### config.mk
export PLATFORM = sky130hd
export DESIGN_NAME = addsub_accum_seq
export DESIGN_NICKNAME = d
export VERILOG_FILES = /design/src/rtl/addsub_accum_seq.sv
export SDC_FILE = /design/constraint.sdc
export NUM_CORES = 1
export LEC_CHECK = 0
export CORE_MARGIN = 1.5
export CORE_UTILIZATION = 35
export CTS_CLUSTER_DIAMETER = 100
export DETAILED_ROUTE_END_ITERATION = 7
export PLACE_DENSITY = 0.76
export REMOVE_ABC_BUFFERS = 1
export SLEW_MARGIN = 5
export SYNTH_ARGS = -nofsm -noshare
export SYNTH_HDL_FRONTEND = slang
export SYNTH_SLANG_ARGS = --single-unit
### constraint.sdc
create_clock -name clk -period 1.7 [get_ports clk]
set_input_delay 0.255 -clock clk [delete_from_list [all_inputs] [get_ports clk]]
set_output_delay 0.255 -clock clk [all_outputs]
set_load 0.005 [all_outputs]
### src/rtl/addsub_accum_seq.sv
// Multi-operand accumulate sequencer driving an external 8-bit adder/subtractor.
// Streams operands over valid/ready and reports the final sum, a sticky overflow flag and the first overflow index.
module addsub_accum_seq #(
  parameter int CNT_W = 4
) (
  input  logic             clk,
  input  logic             rst,
  input  logic             start,
  input  logic [CNT_W-1:0] num_ops,
  input  logic [7:0]       init_val,
  input  logic             op_valid,
  output logic             op_ready,
  input  logic [7:0]       op_data,
  input  logic             op_sub,
  output logic [7:0]       as_a,
  output logic [7:0]       as_b,
  output logic             as_mode,
  input  logic [7:0]       as_result,
  input  logic             as_ovfl,
  output logic             busy,
  output logic             done,
  output logic [7:0]       acc_out,
  output logic             ovfl_sticky,
  output logic [CNT_W-1:0] ovfl_idx
);

  typedef enum logic [1:0] {
    IDLE = 2'd0,
    RUN  = 2'd1,
    DONE = 2'd2
  } state_t;

  state_t           state;
  logic [7:0]       acc;
  logic [CNT_W-1:0] cnt;
  logic [CNT_W-1:0] num_ops_q;
  logic             handshake;
  logic             last_op;

  assign handshake = op_valid && (state == RUN);
  assign last_op   = (cnt == CNT_W'(num_ops_q - 1'b1));

  // NOTE: every register here uses <= so all updates see pre-edge values; the
  // synchronous rst branch comes first so it dominates start and handshakes.
  always_ff @(posedge clk) begin
    if (rst) begin
      state       <= IDLE;
      acc         <= '0;
      cnt         <= '0;
      num_ops_q   <= '0;
      ovfl_sticky <= 1'b0;
      ovfl_idx    <= '0;
    end else begin
      case (state)
        IDLE: begin
          if (start) begin
            acc         <= init_val;
            cnt         <= '0;
            num_ops_q   <= num_ops;
            ovfl_sticky <= 1'b0;
            ovfl_idx    <= '0;
            state       <= (num_ops == '0) ? DONE : RUN;
          end
        end
        RUN: begin
          if (handshake) begin
            acc <= as_result;
            cnt <= cnt + 1'b1;
            // Only the first overflow in a sequence records its index.
            if (as_ovfl && !ovfl_sticky) begin
              ovfl_sticky <= 1'b1;
              ovfl_idx    <= cnt;
            end
            if (last_op) state <= DONE;
          end
        end
        DONE:    state <= IDLE;
        default: state <= IDLE;
      endcase
    end
  end

  // Handshake and status outputs decode the state register only, so there is
  // no combinational path from any input to op_ready.
  assign op_ready = (state == RUN);
  assign busy     = (state == RUN);
  assign done     = (state == DONE);
  assign acc_out  = acc;

  assign as_a    = acc;
  assign as_b    = (state == RUN) ? op_data : 8'h00;
  assign as_mode = (state == RUN) && op_sub;

endmodule

# == Yosys cells after proc, flatten, opt, wreduce, memory -nomap -nowiden ==
# Cells that the tools add are included.
# totals
register_bits,23
output_inout_bits,33
# op_classes
addsub,2
n_eq_ne,7
mux,19
n_reduce_logical,11
# ops
cell,n
$mux 8,3
$mux 4,4
$pmux 4 s2,2
$pmux 8 s2,1
$mux 2,4
$ne 2x1->1 const B,3
$reduce_and 3->1,2
$add 4x1->4 const B,1
$eq 4x4->1,1
$logic_not 4->1,1
$pmux 2 s2,1
$reduce_and 4->1,1
$sub 4x1->4 const B,1
$logic_and 1x1->1,3
$mux 1,3
$eq 2x1->1 const B,1
$eq 2x2->1 const B,1
$logic_not 2->1,1
$ne 2x2->1 const B,1
$pmux 1 s2,1
$reduce_and 2->1,1
$reduce_bool 2->1,1
$logic_not 1->1,1

# == Logic depth before layout (Yosys ltp) ==
# Gate-level depths: netlist of the first run.
# depth
word_depth,5
ltp_mapped,6
depth_no_buf,6

# == Worst setup path after synthesis of the first run ==
# Ideal clock, no wire load.
# synth_path
path_type,register to register
startpoint,reg num_ops_q[0]
endpoint,reg state[0]
t_arrival_ns,1.523
required_time_ns,1.573
path_slack_ns,0.050
stages_incl_launch_ff,7
synth_period_minus_slack_ns,1.650
path_cell_list,dfxtp_1 > inv_1 > ha_1 > xnor2_1 > nor4b_2 > a21oi_1 > or3_1
# synth_via
elab_chain_len,4
# synth_lines
element,line_no,source
start: declaration,36,logic [CNT_W-1:0] num_ops_q;
start signal: assignment,59,num_ops_q <= num_ops;
$sub 4x1->4,41,assign last_op = (cnt == CNT_W'(num_ops_q - 1'b1));
$eq 4x4->1,41,
$ne 2x1->1 (no source line),--,
$reduce_and 3->1 (no source line),--,
end signal: assignment,62,state <= (num_ops == '0) ? DONE : RUN;
end: declaration,33,state_t state;
# No other way between the ends.
# A chain may end at the register's enable or synchronous reset.

# == Worst setup path after layout of the first run ==
# Same ends and word-level chain as after synthesis.

==> results of run 1 <==
-- per-layer routing --
| metal | vias to the layer above | part of all wire [%] |
|---|---|---|
| li1 | 623 | - |
| met5 | - | 0 |
| met2 | 49 | 52 |
| met1 | 586 | 40 |
| met4 | 0 | 1.4 |
| met3 | 6 | 6.3 |
-- synth_stat cells, types with 3 or more instances --
library cell and instances:
nand2b_1 6, xnor2_1 6, clkbuf_1 4, mux2i_1 14
nand3_1 7, nor2b_1 3, a21oi_1 7, buf_4 10
nor2_1 16, nor3_1 5, dfxtp_1 23, and2_1 9
a211oi_1 8
-- final cells by class --
type	count	area share [%]
Sequential cell	23	22.4
Multi-Input combinational cell	99	34.8
Tap cell	46	2.76
Clock buffer	4	1.26
Inverter	2	0.359
Timing Repair Buffer	88	38.5
-- placed cells by master (no fill, tap or decap), drive strengths merged --
cell type and n:
clkdlybuf4s50 54, or3 1, a211oi 9, inv 2
nand2 2, ha 2, mux2i 15, nor2b 3
xnor2 6, dfxtp 23, nand2b 6, clkdlybuf4s15 3
dlygate4sd2 4, nand3 7, and4 1, o32ai 1
nor3 5, nor4b 1, nor4 2, xor2 2
nor3b 1, nor2 17, and2 9, a21oi 7
buf 22, o21ai 2, clkbuf 9
-- power groups by stage --
stage	Combinational (W)	Clock, W	Sequential (W)
global placement	0.00127	0	0.000725
CTS	0.00141	0.000269	0.000725
floorplan	0.000551	0	0.000779
detailed placement	0.00131	0	0.000727
global route	0.00155	0.000290	0.000741
finish	0.00144	0.000263	0.000725
-- timing repair --
item                                   in CTS  in global routing
gates resized for setup                    29                 10
setup endpoints to repair                  13                  7
buffers inserted                            7                  1
pin swaps                                   3                  0
endpoints found under the hold margin       0                  0
-- state kept, by name, indices dropped and copies added (netlist names) --
signal       flops
cnt              4
ovfl_sticky      1
ovfl_idx         4
num_ops_q        4
acc_out          8
state            2
-- per-stage QoR --
step,util (%),instances
finish,61.6,262
global route,61.6,262
CTS,61.6,261
detailed placement,58.3,250
global placement,58.3,250
floorplan,-,124
-- worst max-delay path, stage by stage (launching register included) --
cell and delay (ps):
dfxtp_2 350, buf_4 140, xnor2_1 330, nor4b_4 90, buf_4 150, and4_1 140
or3_1 360
-- worst paths after layout --
kind                       to  slack (ps)  depth (start not counted)
setup / recovery     state[0]          40                          6
setup reg to reg     state[0]          40                          6
hold reg to reg   ovfl_idx[1]         480                          2
hold / removal    ovfl_idx[1]         480                          2
-- kinds of logic after synthesis --
family	count (synthesis)	synth area share, %
and+or+nand+nor	55	24.1
DFF	23	36.8
AOI/OAI and AO/OA	19	10.7
buffers and inverters	18	8.59
muxes	15	12.3
xor gates and xnor gates	8	5.59
adders and majority gates	2	2.00
==> out/results.tsv, run 1 <==
metric	value	unit
yosys.area.top_type	dfxtp_1	
seq_area	468	µm²
setup.worst_path.start	num_ops_q[0]	
io_buffers	66	
hpwl	2720	µm
grt_usage	19.1	%
timing.critical_path.required	1920	ps
cts_tree	done	
grt_pass1_wl	6070	µm
crit_type	reg2reg	
p_int	0.00157	W
r2r_start	num_ops_q[0]	
core_area	3390	µm²
h-tree-depth	1	
post-place-ws	-170	ps
wl	3590	µm
holdWs	483	ps
grt_pass1_vias	1372	
drcViolationCount	0	
num_vias	1264	
relSlewSlack	72.1	%
slew_viol_final	0	
min_from	ovfl_idx[1]	
cp.arrival	1880	ps
cts_root_buf	clkbuf_4	
synth_cell_types	28	
start_kind	flop	
fin_nets	253	
clkSinkCount	23	
run_status	finished, final reports clean	
drt_iter0_drc	41	
die_area	3950	µm²
io_pins	67	
worst_pin_slew	410	ps
cp_max_fo	3	
synth_edf_count	0	
multi_input_area	726	µm²
synth_top_area_share	36.8	%
p_comb_share	59.3	%
setup_viol	0	
gr-usage-met2	34.7	%
endpoint_kind	flop	
grt_remaining_overflow	0	
swShare	35.2	%
synthCells	140	
hold_buffers	0	
firstDrtPassIters	4	
power	0.00243	W
met1_usage	22.5	%
setup_tns	0	ps
yosysWarningCount	0	
final_cell_area	2090	µm²
initial_utilization	37.0	%
cts_max_path_buffers	2	
via_per_inst	4.82	
synth_ff_type	dfxtp_1	
path_clk_slew	130	ps
die_w	62.8	µm
power_frac_seq	29.8	%
row_count	21	
finalCriticalPeriod	1660	ps
drive_gt1_share	19.9	%
grt.busiest_layer	met2	
syn_avg_cell_area	8.95	µm²
hold_path.class	reg2reg	
synthTopCellsByArea	dfxtp_1, mux2i_1, buf_4	
use_met3	5.05	%
rsz0062_at_grt	true	
gp_congestion	0.795	
wire_per_inst	13.7	µm
setup_slack	41.9	ps
grt_start_max_net_pins	19	
ys_seq_area_share	36.8	%
die_h	62.8	µm
finalHoldViolCount	0	
p_leak	0.841	nW
dpl_cell_area	1980	µm²
power_switching	0.000856	W
ys_ff_latch	23	
drv_cap	0	
antenna_cells	0	
area_delta_synth_final	66.7	%
clock_latency	320	ps
powerDensity	1160	nW/µm²
antenna_found_initial	0	
finClkSkew	12.9	ps
ant_nets	0	
nFillCells	281	
vdd_ir_drop_max	0.701	mV
async_flop_share	0	%
syn-cell-area	1250	µm²
finalCritPeriodShare	97.5	%
fmax	603	MHz
p_clk_share	10.8	%
cts-buffers-inserted	3	
Note: power is estimated with default switching activity, not from simulation.
==> inputs of run 2 (changes only) <==
--- a/config.mk
+++ b/config.mk
@@ -9,7 +9,7 @@
 export CORE_UTILIZATION = 35
 export CTS_CLUSTER_DIAMETER = 100
 export DETAILED_ROUTE_END_ITERATION = 7
-export PLACE_DENSITY = 0.76
+export PLACE_DENSITY = 0.85
 export REMOVE_ABC_BUFFERS = 1
 export SLEW_MARGIN = 5
 export SYNTH_ARGS = -nofsm -noshare
==> run 2 against run 1 <==
Largest cell class unchanged. Register-to-register slack better by 30 ps. Combinational power barely moved. Cell count down 1.1%. Critical path depth rose by 1. Power rose by 0.72%. Highest routed layer unchanged. Clock-buffer cell count unchanged. Worst setup slack better by 30 ps. Sequential cell count unchanged. Sequential power barely moved. Routed wire length is 9.8% lower.
==> out/results.tsv, run 2 (synthesis results as in run 1) <==
metric	value	unit
run_status	finished, final reports clean	
gp_congestion	0.837	
r2r_slack	70	ps
vdd_ir_drop_max	0.550	mV
r2r_start	num_ops_q[1]	
largest_reg_flops	8	
drt_iter0_drc	31	
antenna_cells	0	
dpl_cell_area	1950	µm²
crit_type	reg2reg	
setup_viol	0	
grt_start_max_net_pins	21	
h-tree-depth	1	
cts_root_buf	clkbuf_4	
drcViolationCount	0	
powerDensity	1170	nW/µm²
die_w	62.8	µm
grt_pass1_vias	1123	
power	0.00245	W
fin_nets	250	
io_buffers	66	
io_pins	67	
hold_path.class	reg2reg	
cts_tree	done	
relSlewSlack	69.8	%
area_delta_synth_final	66.6	%
ant_nets	0	
cp.arrival	1840	ps
die_h	62.8	µm
hpwl	2340	µm
die_area	3950	µm²
final_common_cell	clkdlybuf4s50_1	
finalCriticalPeriod	1630	ps
endpoint_kind	flop	
via_per_inst	4.57	
drv_cap	0	
antenna_found_initial	0	
finClkSkew	10.6	ps
timing.critical_path.required	1920	ps
wire_per_inst	12.5	µm
drive_gt1_share	17.8	%
rsz0062_at_grt	true	
stdcell_count	259	
p_leak	0.841	nW
grt_remaining_overflow	0	
grt_usage	16.2	%
core_area	3390	µm²
ff2ff_path_depth	7	
firstDrtPassIters	4	
wl	3240	µm
path_clk_slew	130	ps
cts_max_path_buffers	2	
cp-endpoint	state[0]	
setup.worst_path.start	num_ops_q[1]	
final_cell_area	2090	µm²
fmax	614	MHz
num_vias	1184	
final_cell_mix	clkdlybuf4s50_1, dfxtp_1, nor2_1, buf_4, mux2i_1	
cp_max_fo	3	
slew_viol_final	0	
dp.cells	246	
reg2reg_to	state[0]	
clock_latency	320	ps
cts-buffers-inserted	3	
start_kind	flop	
finalCritPeriodShare	95.7	%
worst_pin_slew	444	ps
initial_utilization	37.0	%
row_count	21	
clkSinkCount	23	
grt_pass1_wl	5150	µm
finalHoldViolCount	0	
run 2: where the power goes:
| group | leakage, nW | internal [W] | total, W | switching, W |
|---|---|---|---|---|
| sequential | 0.190 | 0.000645 | 0.000728 | 0.0000830 |
| combinational | 0.636 | 0.000867 | 0.00147 | 0.000599 |
| clock | 0.0150 | 0.0000918 | 0.000254 | 0.000162 |
run 2: what timing repair did:
action                                  4_1_cts  5_1_grt
hold buffers                                  0        0
gates cloned                                  1        0
setup buffers                                 6        2
endpoints found under the setup margin       13       10
pin swaps                                     0        3
resized for setup                            24       15
run 2: layout make-up:
| cell class | count | area, µm² |
|---|---|---|
| clock buffer | 4 | 26.3 |
| fill | 281 | 1300 |
| inverter | 2 | 7.51 |
| multi-input combinational | 99 | 737 |
| sequential | 23 | 465 |
| tap | 46 | 57.6 |
| timing repair buffer | 85 | 793 |
run 2: worst min path at each step:
| stage | to | slack (ps) | depth (start not counted) | startpoint |
|---|---|---|---|---|
| floorplan | cnt[1] | 320 | 1 | rst |
| global placement | ovfl_idx[3] | 460 | 2 | ovfl_idx[3] |
| detailed placement | ovfl_idx[3] | 470 | 2 | ovfl_idx[3] |
| CTS | ovfl_idx[3] | 480 | 2 | ovfl_idx[3] |
| global route | ovfl_idx[3] | 520 | 2 | ovfl_idx[3] |
| finish | ovfl_idx[3] | 480 | 2 | ovfl_idx[3] |
run 2: worst max-delay path, stage by stage (launching register included):
cell     delay, ps
dfxtp_2        360
inv_1           60
ha_4           290
xnor2_4        120
nor4b_4         70
buf_4          140
and4_1         130
or3_1          350
run 2: metal layers:
layer | share of wire (%) | global-route usage, % | wire (µm)
met5 | 0 | 0 | 0
met1 | 47 | 20.2 | 1520
met4 | 0.65 | 2.50 | 21
met2 | 49 | 28.2 | 1580
met3 | 3.9 | 4.32 | 128
run 2: per-stage QoR:
stage / hold WS (ps) / TNS (ps) / util (%) / worst slack, ps
floorplan: 324 / -6850 / - / -370
global placement: 461 / -129 / 57.4 / -86.8
detailed placement: 466 / -307 / 57.4 / -161
CTS: 484 / -16.4 / 60.2 / -16.4
global route: 518 / -40.4 / 61.6 / -25.6
finish: 480 / 0 / 61.6 / 72.3
